==> config.mk <==
export PLATFORM = sky130hd
export DESIGN_NAME = sa9_group_rr_arbiter_flat
export DESIGN_NICKNAME = d
export VERILOG_FILES = /design/src/rtl/sa9_group_rr_arbiter_if.sv /design/src/rtl/sa9_group_rr_arbiter.sv /design/src/flat_wrapper.sv
export SDC_FILE = /design/constraint.sdc
export NUM_CORES = 1
export LEC_CHECK = 0
export ABC_AREA = 1
export BUFFER_PORTS_ARGS = -buffer_cell sky130_fd_sc_hd__buf_2
export CAP_MARGIN = 10
export CORE_MARGIN = 4
export CORE_UTILIZATION = 30
export CTS_CLUSTER_DIAMETER = 50
export DETAILED_ROUTE_END_ITERATION = 16
export PLACE_DENSITY = 0.49
export SLEW_MARGIN = 0
export SYNTH_ARGS = -nofsm -noshare
export SYNTH_HDL_FRONTEND = slang
export SYNTH_SLANG_ARGS = --single-unit
==> constraint.sdc <==
create_clock -name clk -period 7.2 [get_ports clk]
set_input_delay 1.44 -clock clk [delete_from_list [all_inputs] [get_ports clk]]
set_output_delay 1.44 -clock clk [all_outputs]
set_load 0.01 [all_outputs]
==> src/rtl/sa9_group_rr_arbiter_if.sv <==
// Request/grant bundle between the sa9 siblings (master) and their group arbiter (slave).
// `release` is a reserved word, so the owner's release pulses travel on rls.
interface sa9_group_rr_arbiter_if #(
    parameter int NUM_REQ = 5
);
    localparam int IDW = $clog2(NUM_REQ);

    logic [NUM_REQ-1:0] req;
    logic [NUM_REQ-1:0] rls;
    logic [NUM_REQ-1:0] grant;
    logic               grant_valid;
    logic [IDW-1:0]     grant_id;
    logic               timeout;
    logic               busy;

    modport master (
        output req, rls,
        input  grant, grant_valid, grant_id, timeout, busy
    );

    modport slave (
        input  req, rls,
        output grant, grant_valid, grant_id, timeout, busy
    );
endinterface

==> src/rtl/sa9_group_rr_arbiter.sv <==
// Round-robin owner arbiter for the shared resource of an sa9 group node:
// exclusive one-hot grant, hold-time limit with timeout pulse, one dead GAP cycle between owners.
module sa9_group_rr_arbiter #(
    parameter int NUM_REQ  = 5,
    parameter int MAX_HOLD = 16
) (
    input  logic                 clk,
    input  logic                 rst_n,
    sa9_group_rr_arbiter_if.slave bus
);
    localparam int          IDW = $clog2(NUM_REQ);
    localparam int          HCW = $clog2(MAX_HOLD);
    localparam int unsigned N   = NUM_REQ;

    typedef enum logic [1:0] {IDLE, BUSY, GAP} state_t;

    state_t             state, state_n;
    logic [NUM_REQ-1:0] grant_q, grant_n;
    logic               grant_valid_q, grant_valid_n;
    logic [IDW-1:0]     id_q, id_n;
    logic [IDW-1:0]     rr_ptr, rr_ptr_n;
    logic [HCW-1:0]     hold_cnt, hold_cnt_n;
    logic               timeout_q, timeout_n;
    logic               busy_q, busy_n;
    logic [IDW-1:0]     pick;
    logic               found;
    logic               owner_done;
    logic               hold_expired;

    function automatic logic [IDW-1:0] wrap_inc(input int unsigned base, input int unsigned off);
        int unsigned s;
        s = base + off;
        if (s >= N) s = s - N;
        return IDW'(s);
    endfunction

    // First requester at or after rr_ptr, wrapping round the ring.
    always_comb begin
        found = 1'b0;
        pick  = '0;
        for (int unsigned i = 0; i < N; i++) begin
            if (!found && bus.req[wrap_inc(32'(rr_ptr), i)]) begin
                found = 1'b1;
                pick  = wrap_inc(32'(rr_ptr), i);
            end
        end
    end

    always_comb begin
        owner_done   = bus.rls[id_q] || !bus.req[id_q];
        hold_expired = (hold_cnt == HCW'(MAX_HOLD - 1));
    end

    always_comb begin
        state_n    = state;
        grant_n    = grant_q;
        id_n       = id_q;
        rr_ptr_n   = rr_ptr;
        hold_cnt_n = hold_cnt;
        timeout_n  = 1'b0;
        case (state)
            IDLE: begin
                if (found) begin
                    state_n       = BUSY;
                    grant_n       = '0;
                    grant_n[pick] = 1'b1;
                    id_n          = pick;
                    hold_cnt_n    = '0;
                end
            end
            BUSY: begin
                if (owner_done || hold_expired) begin
                    // a voluntary release in the last allowed cycle is not a timeout
                    timeout_n = !owner_done;
                    state_n   = GAP;
                    grant_n   = '0;
                    id_n      = '0;
                    rr_ptr_n  = wrap_inc(32'(id_q), 1);
                end else begin
                    hold_cnt_n = hold_cnt + HCW'(1);
                end
            end
            GAP:     state_n = IDLE;
            default: state_n = IDLE;
        endcase
        grant_valid_n = |grant_n;
        busy_n        = (state_n != IDLE);
    end

    always_ff @(posedge clk or negedge rst_n) begin
        if (!rst_n) begin
            state         <= IDLE;
            grant_q       <= '0;
            grant_valid_q <= 1'b0;
            id_q          <= '0;
            rr_ptr        <= '0;
            hold_cnt      <= '0;
            timeout_q     <= 1'b0;
            busy_q        <= 1'b0;
        end else begin
            state         <= state_n;
            grant_q       <= grant_n;
            grant_valid_q <= grant_valid_n;
            id_q          <= id_n;
            rr_ptr        <= rr_ptr_n;
            hold_cnt      <= hold_cnt_n;
            timeout_q     <= timeout_n;
            busy_q        <= busy_n;
        end
    end

    assign bus.grant       = grant_q;
    assign bus.grant_valid = grant_valid_q;
    assign bus.grant_id    = id_q;
    assign bus.timeout     = timeout_q;
    assign bus.busy        = busy_q;
endmodule

==> src/flat_wrapper.sv <==
// flat-port wrapper written by rule: the top's interface ports become plain ports
module sa9_group_rr_arbiter_flat 
#(
    parameter int NUM_REQ  = 5,
    parameter int MAX_HOLD = 16
)
  (clk, rst_n, bus_req, bus_rls, bus_grant, bus_grant_valid, bus_grant_id, bus_timeout, bus_busy);
  sa9_group_rr_arbiter_if #(.NUM_REQ(NUM_REQ)) bus_i ();
  input  logic clk;
  input  logic rst_n;
  input wire logic [$bits(bus_i.req)-1:0] bus_req;
  input wire logic [$bits(bus_i.rls)-1:0] bus_rls;
  output wire logic [$bits(bus_i.grant)-1:0] bus_grant;
  output wire logic [$bits(bus_i.grant_valid)-1:0] bus_grant_valid;
  output wire logic [$bits(bus_i.grant_id)-1:0] bus_grant_id;
  output wire logic [$bits(bus_i.timeout)-1:0] bus_timeout;
  output wire logic [$bits(bus_i.busy)-1:0] bus_busy;
  assign bus_i.req = bus_req;
  assign bus_i.rls = bus_rls;
  assign bus_grant = bus_i.grant;
  assign bus_grant_valid = bus_i.grant_valid;
  assign bus_grant_id = bus_i.grant_id;
  assign bus_timeout = bus_i.timeout;
  assign bus_busy = bus_i.busy;
  sa9_group_rr_arbiter #(.NUM_REQ(NUM_REQ), .MAX_HOLD(MAX_HOLD)) u_core (.clk(clk), .rst_n(rst_n), .bus(bus_i));
endmodule
==> impl_metrics.csv <==
group,metric,value,unit
status,status,"complete, no violations",
placed_design,post-dp-hpwl,4230,um
placed_design,gp_congestion,0.843,
clocking,cts.repair.resized,0,
clocking,cts.htree.levels,1,
timing,final-hold-violation-count,0,
synth,synth_edf_count,0,
clocking,cts_setup_buffers,0,
critical_path,worstPathArrival,3.60,ns
critical_path,cp-end-kind,"flop",
placed_design,io_buffers,22,
synth,async_reset_ff_frac,1.00,
routing,wl_per_cell,12.4,um
placed_design,dp_slack,3.73,ns
global_routing,antenna_found_initial,0,
routing,met3_length,186,um
routing,drc,0,
global_routing,grt_pass1_wl,8770,um
timing,clock_skew,0.00855,ns
floorplan,ioPinCount,23,
global_routing,grt_util_all_layers,0.127,
synth,synth_fp_nets,331,
critical_path,critPathLaunchType,"flop",
synth,synth.distinct_cells,36,
synth,seq_area_frac_synth,0.246,
synth,ys_warn_count,0,
timing,fin_crit_sh,0.478,
timing,fin_tns_setup,0,ns
finish,fill_cells,708,
timing,max_freq,290,MHz
floorplan,core_area,0.00646,mm2
synth,synth_area_per_cell,6.64,um2
clocking,holdBufCountCts,0,
clocking,clk_latency,0.26,ns
clocking,clk_pin_slew,0.08,ns
timing,slew_viol_final,0,
clocking,clkSinkCount,20,
global_routing,grt_pass1_vias,1898,
floorplan,start_util,0.316,
timing,finalSetupViolations,0,
finish,drive_gt1_frac,0.203,
timing,max_slew_margin,0.580,
synth,synth_area_leaders,"dfrtp_1 (25%), nand2_1 (15%), nand3_1 (10%), inv_1 (6.8%), ha_1 (6.8%)",
clocking,cts_max_path_buffers,2,
clocking,cts_tree,"done",
routing,met1_length,2430,um
routing,vias,1985,
floorplan,rows,29,
critical_path,cp.required,7.36,ns
timing,worst_pin_slew,0.630,ns
worst_hold_path,worst_hold_path_type,"flop to flop",
routing,wl_met2,2390,um
clocking,cts_root_buf,"clkbuf_8",
timing,grt_setup_unrepaired,"false",
floorplan,die_w,90.4,um
finish,syn2layout_area_growth,12.6,%
routing,drtAntennaViolNets,0,
global_routing,grt-ovfl-total,0,
synth,yosysTopAreaCell,"dfrtp_1",
floorplan,die_h,90.4,um
clocking,cts_buffers,3,
critical_path,path_max_fanout,15,
routing,highest_layer,"met4",
finish,fin_nets,355,
synth,netlist.area_leader.share,0.246,
synth,synth_ff_type,"dfrtp_1",
critical_path,critical_path_class,"flop to flop",
finish,antenna_cells,0,
synth,ys_seq_elements,20,
timing,setup_slack,3.76,ns
routing,wl,5050,um
synth,syn_area,0.00204,mm2
floorplan,die_area,0.00818,mm2
routing,drt_pre_antenna_iters,4,
global_routing,grt_max_degree,21,
routing,drtIter0Drc,70,
timing,post-route-min-period,3.44,ns
job,maxCapViolCount,0,
synth,syn_inst,307,
routing,viasPerCell,4.88,
==> worst paths after layout <==
kind                                                startpoint                                to  slack, ns  cells past startpoint
worst max-delay path              u_core.rr_ptr[0]$_DFFE_PN0P_  u_core.bus.grant_valid$_DFF_PN0_       3.76                     21
worst min-delay path            u_core.hold_cnt[3]$_DFFE_PN0P_    u_core.hold_cnt[3]$_DFFE_PN0P_       0.55                      2
worst max register to register    u_core.rr_ptr[0]$_DFFE_PN0P_  u_core.bus.grant_valid$_DFF_PN0_       3.76                     21
worst min register to register  u_core.hold_cnt[3]$_DFFE_PN0P_    u_core.hold_cnt[3]$_DFFE_PN0P_       0.55                      2
max in group asynchronous                                rst_n      u_core.rr_ptr[0]$_DFFE_PN0P_       5.75                      1
min in group asynchronous                                rst_n    u_core.hold_cnt[2]$_DFFE_PN0P_       1.12                      1
==> flip-flops by register name, indices dropped and copies added, names as in the netlist <==
signal / flops
u_core.bus.busy: 1
u_core.bus.grant: 5
u_core.bus.grant_id: 3
u_core.bus.grant_valid: 1
u_core.bus.timeout: 1
u_core.hold_cnt: 4
u_core.rr_ptr: 3
u_core.state: 2
==> stage by stage <==
step | hold WS (ns) | instance area (um2) | util | cells
2_1_floorplan | 0.505 | 2040 | - | 307
3_3_place_gp | 0.536 | 2220 | 0.344 | 403
3_5_place_dp | 0.544 | 2220 | 0.344 | 403
4_1_cts | 0.564 | 2300 | 0.355 | 407
5_1_grt | 0.598 | 2300 | 0.355 | 407
6_report | 0.553 | 2300 | 0.355 | 407
==> cell usage after synthesis (2+ instances only) <==
master and count:
nor2_2 2, nand4_1 7, a21oi_1 5, o21ai_0 15, nor2_1 21, nand3_2 9, o21ai_1 3, inv_2 7
nand2_4 3, nand2_1 82, nand2_2 11, o21ai_2 4, inv_1 37, ha_1 11, nand3_1 42, a21oi_2 2
xor2_1 6, nor3_1 3, dfrtp_1 20
==> per-layer routing <==
metal / vias to the layer above / track usage
li1: 1049 / -
met1: 896 / 0.171
met2: 36 / 0.213
met3: 4 / 0.0108
met4: 0 / 0.0408
met5: - / 0
==> cells in the final DEF (no fill, tap or decap) <==
master,netlist,routed
o21a_1,1,1
nand2_2,11,11
nand4_1,7,7
a31oi_1,1,1
nand3_2,9,9
o21ai_0,15,15
o21bai_1,1,1
nor3_1,3,3
nor2_2,2,2
o32ai_1,1,1
nand3b_1,1,1
o21ai_2,4,4
nand2_4,3,3
nand3_1,42,42
dfrtp_1,20,20
a21oi_1,5,5
o22ai_1,1,1
clkbuf_8,0,3
inv_2,7,7
fa_1,1,1
nor2_4,1,1
xor2_1,6,6
bufinv_16,0,1
xnor2_1,1,1
o211ai_1,1,1
nand4_2,1,1
inv_1,37,37
ha_1,11,11
a21oi_2,2,2
nand2_1,82,82
nor4_1,1,1
nor2_1,21,21
buf_2,1,22
or2_1,1,1
o21ai_1,3,3
nand3_4,1,1
==> kinds of logic after synthesis <==
group,synth area share
AOI/OAI and AO/OA,0.104
buffers and inverters,0.0908
xor gates and xnor gates,0.0301
adders and majority gates,0.0773
and+or+nand+nor,0.452
DFF,0.246
==> cell type report <==
cell class	instances	area, um2	area share
multi-input cells	240	1350	0.589
flip-flops and latches	20	500	0.218
inverters	44	165	0.0719
repair buffers	22	110	0.0480
well taps	77	96.3	0.0420
clock buffers	3	41.3	0.0180
clock inverters	1	30.0	0.0131
==> critical path: stages, from the launching register on <==
cell     delay, ns
dfrtp_1       0.75
inv_2         0.23
ha_1          0.30
ha_1          0.35
nand2_1       0.15
nand2_2       0.10
o21ai_0       0.28
nand3_1       0.12
nand2_1       0.07
nand2_1       0.06
nand2_2       0.09
inv_1         0.05
nor2_1        0.12
nand2_1       0.06
nand2_1       0.12
nand2_1       0.06
nand2_1       0.09
nor2_1        0.06
nor2_2        0.10
nand2_1       0.05
nor2_1        0.08
nand2_1       0.05
Power is left out: the tool's default activity adds up to more than one toggle a clock period on the data nets, which glitch-free logic cannot reach.
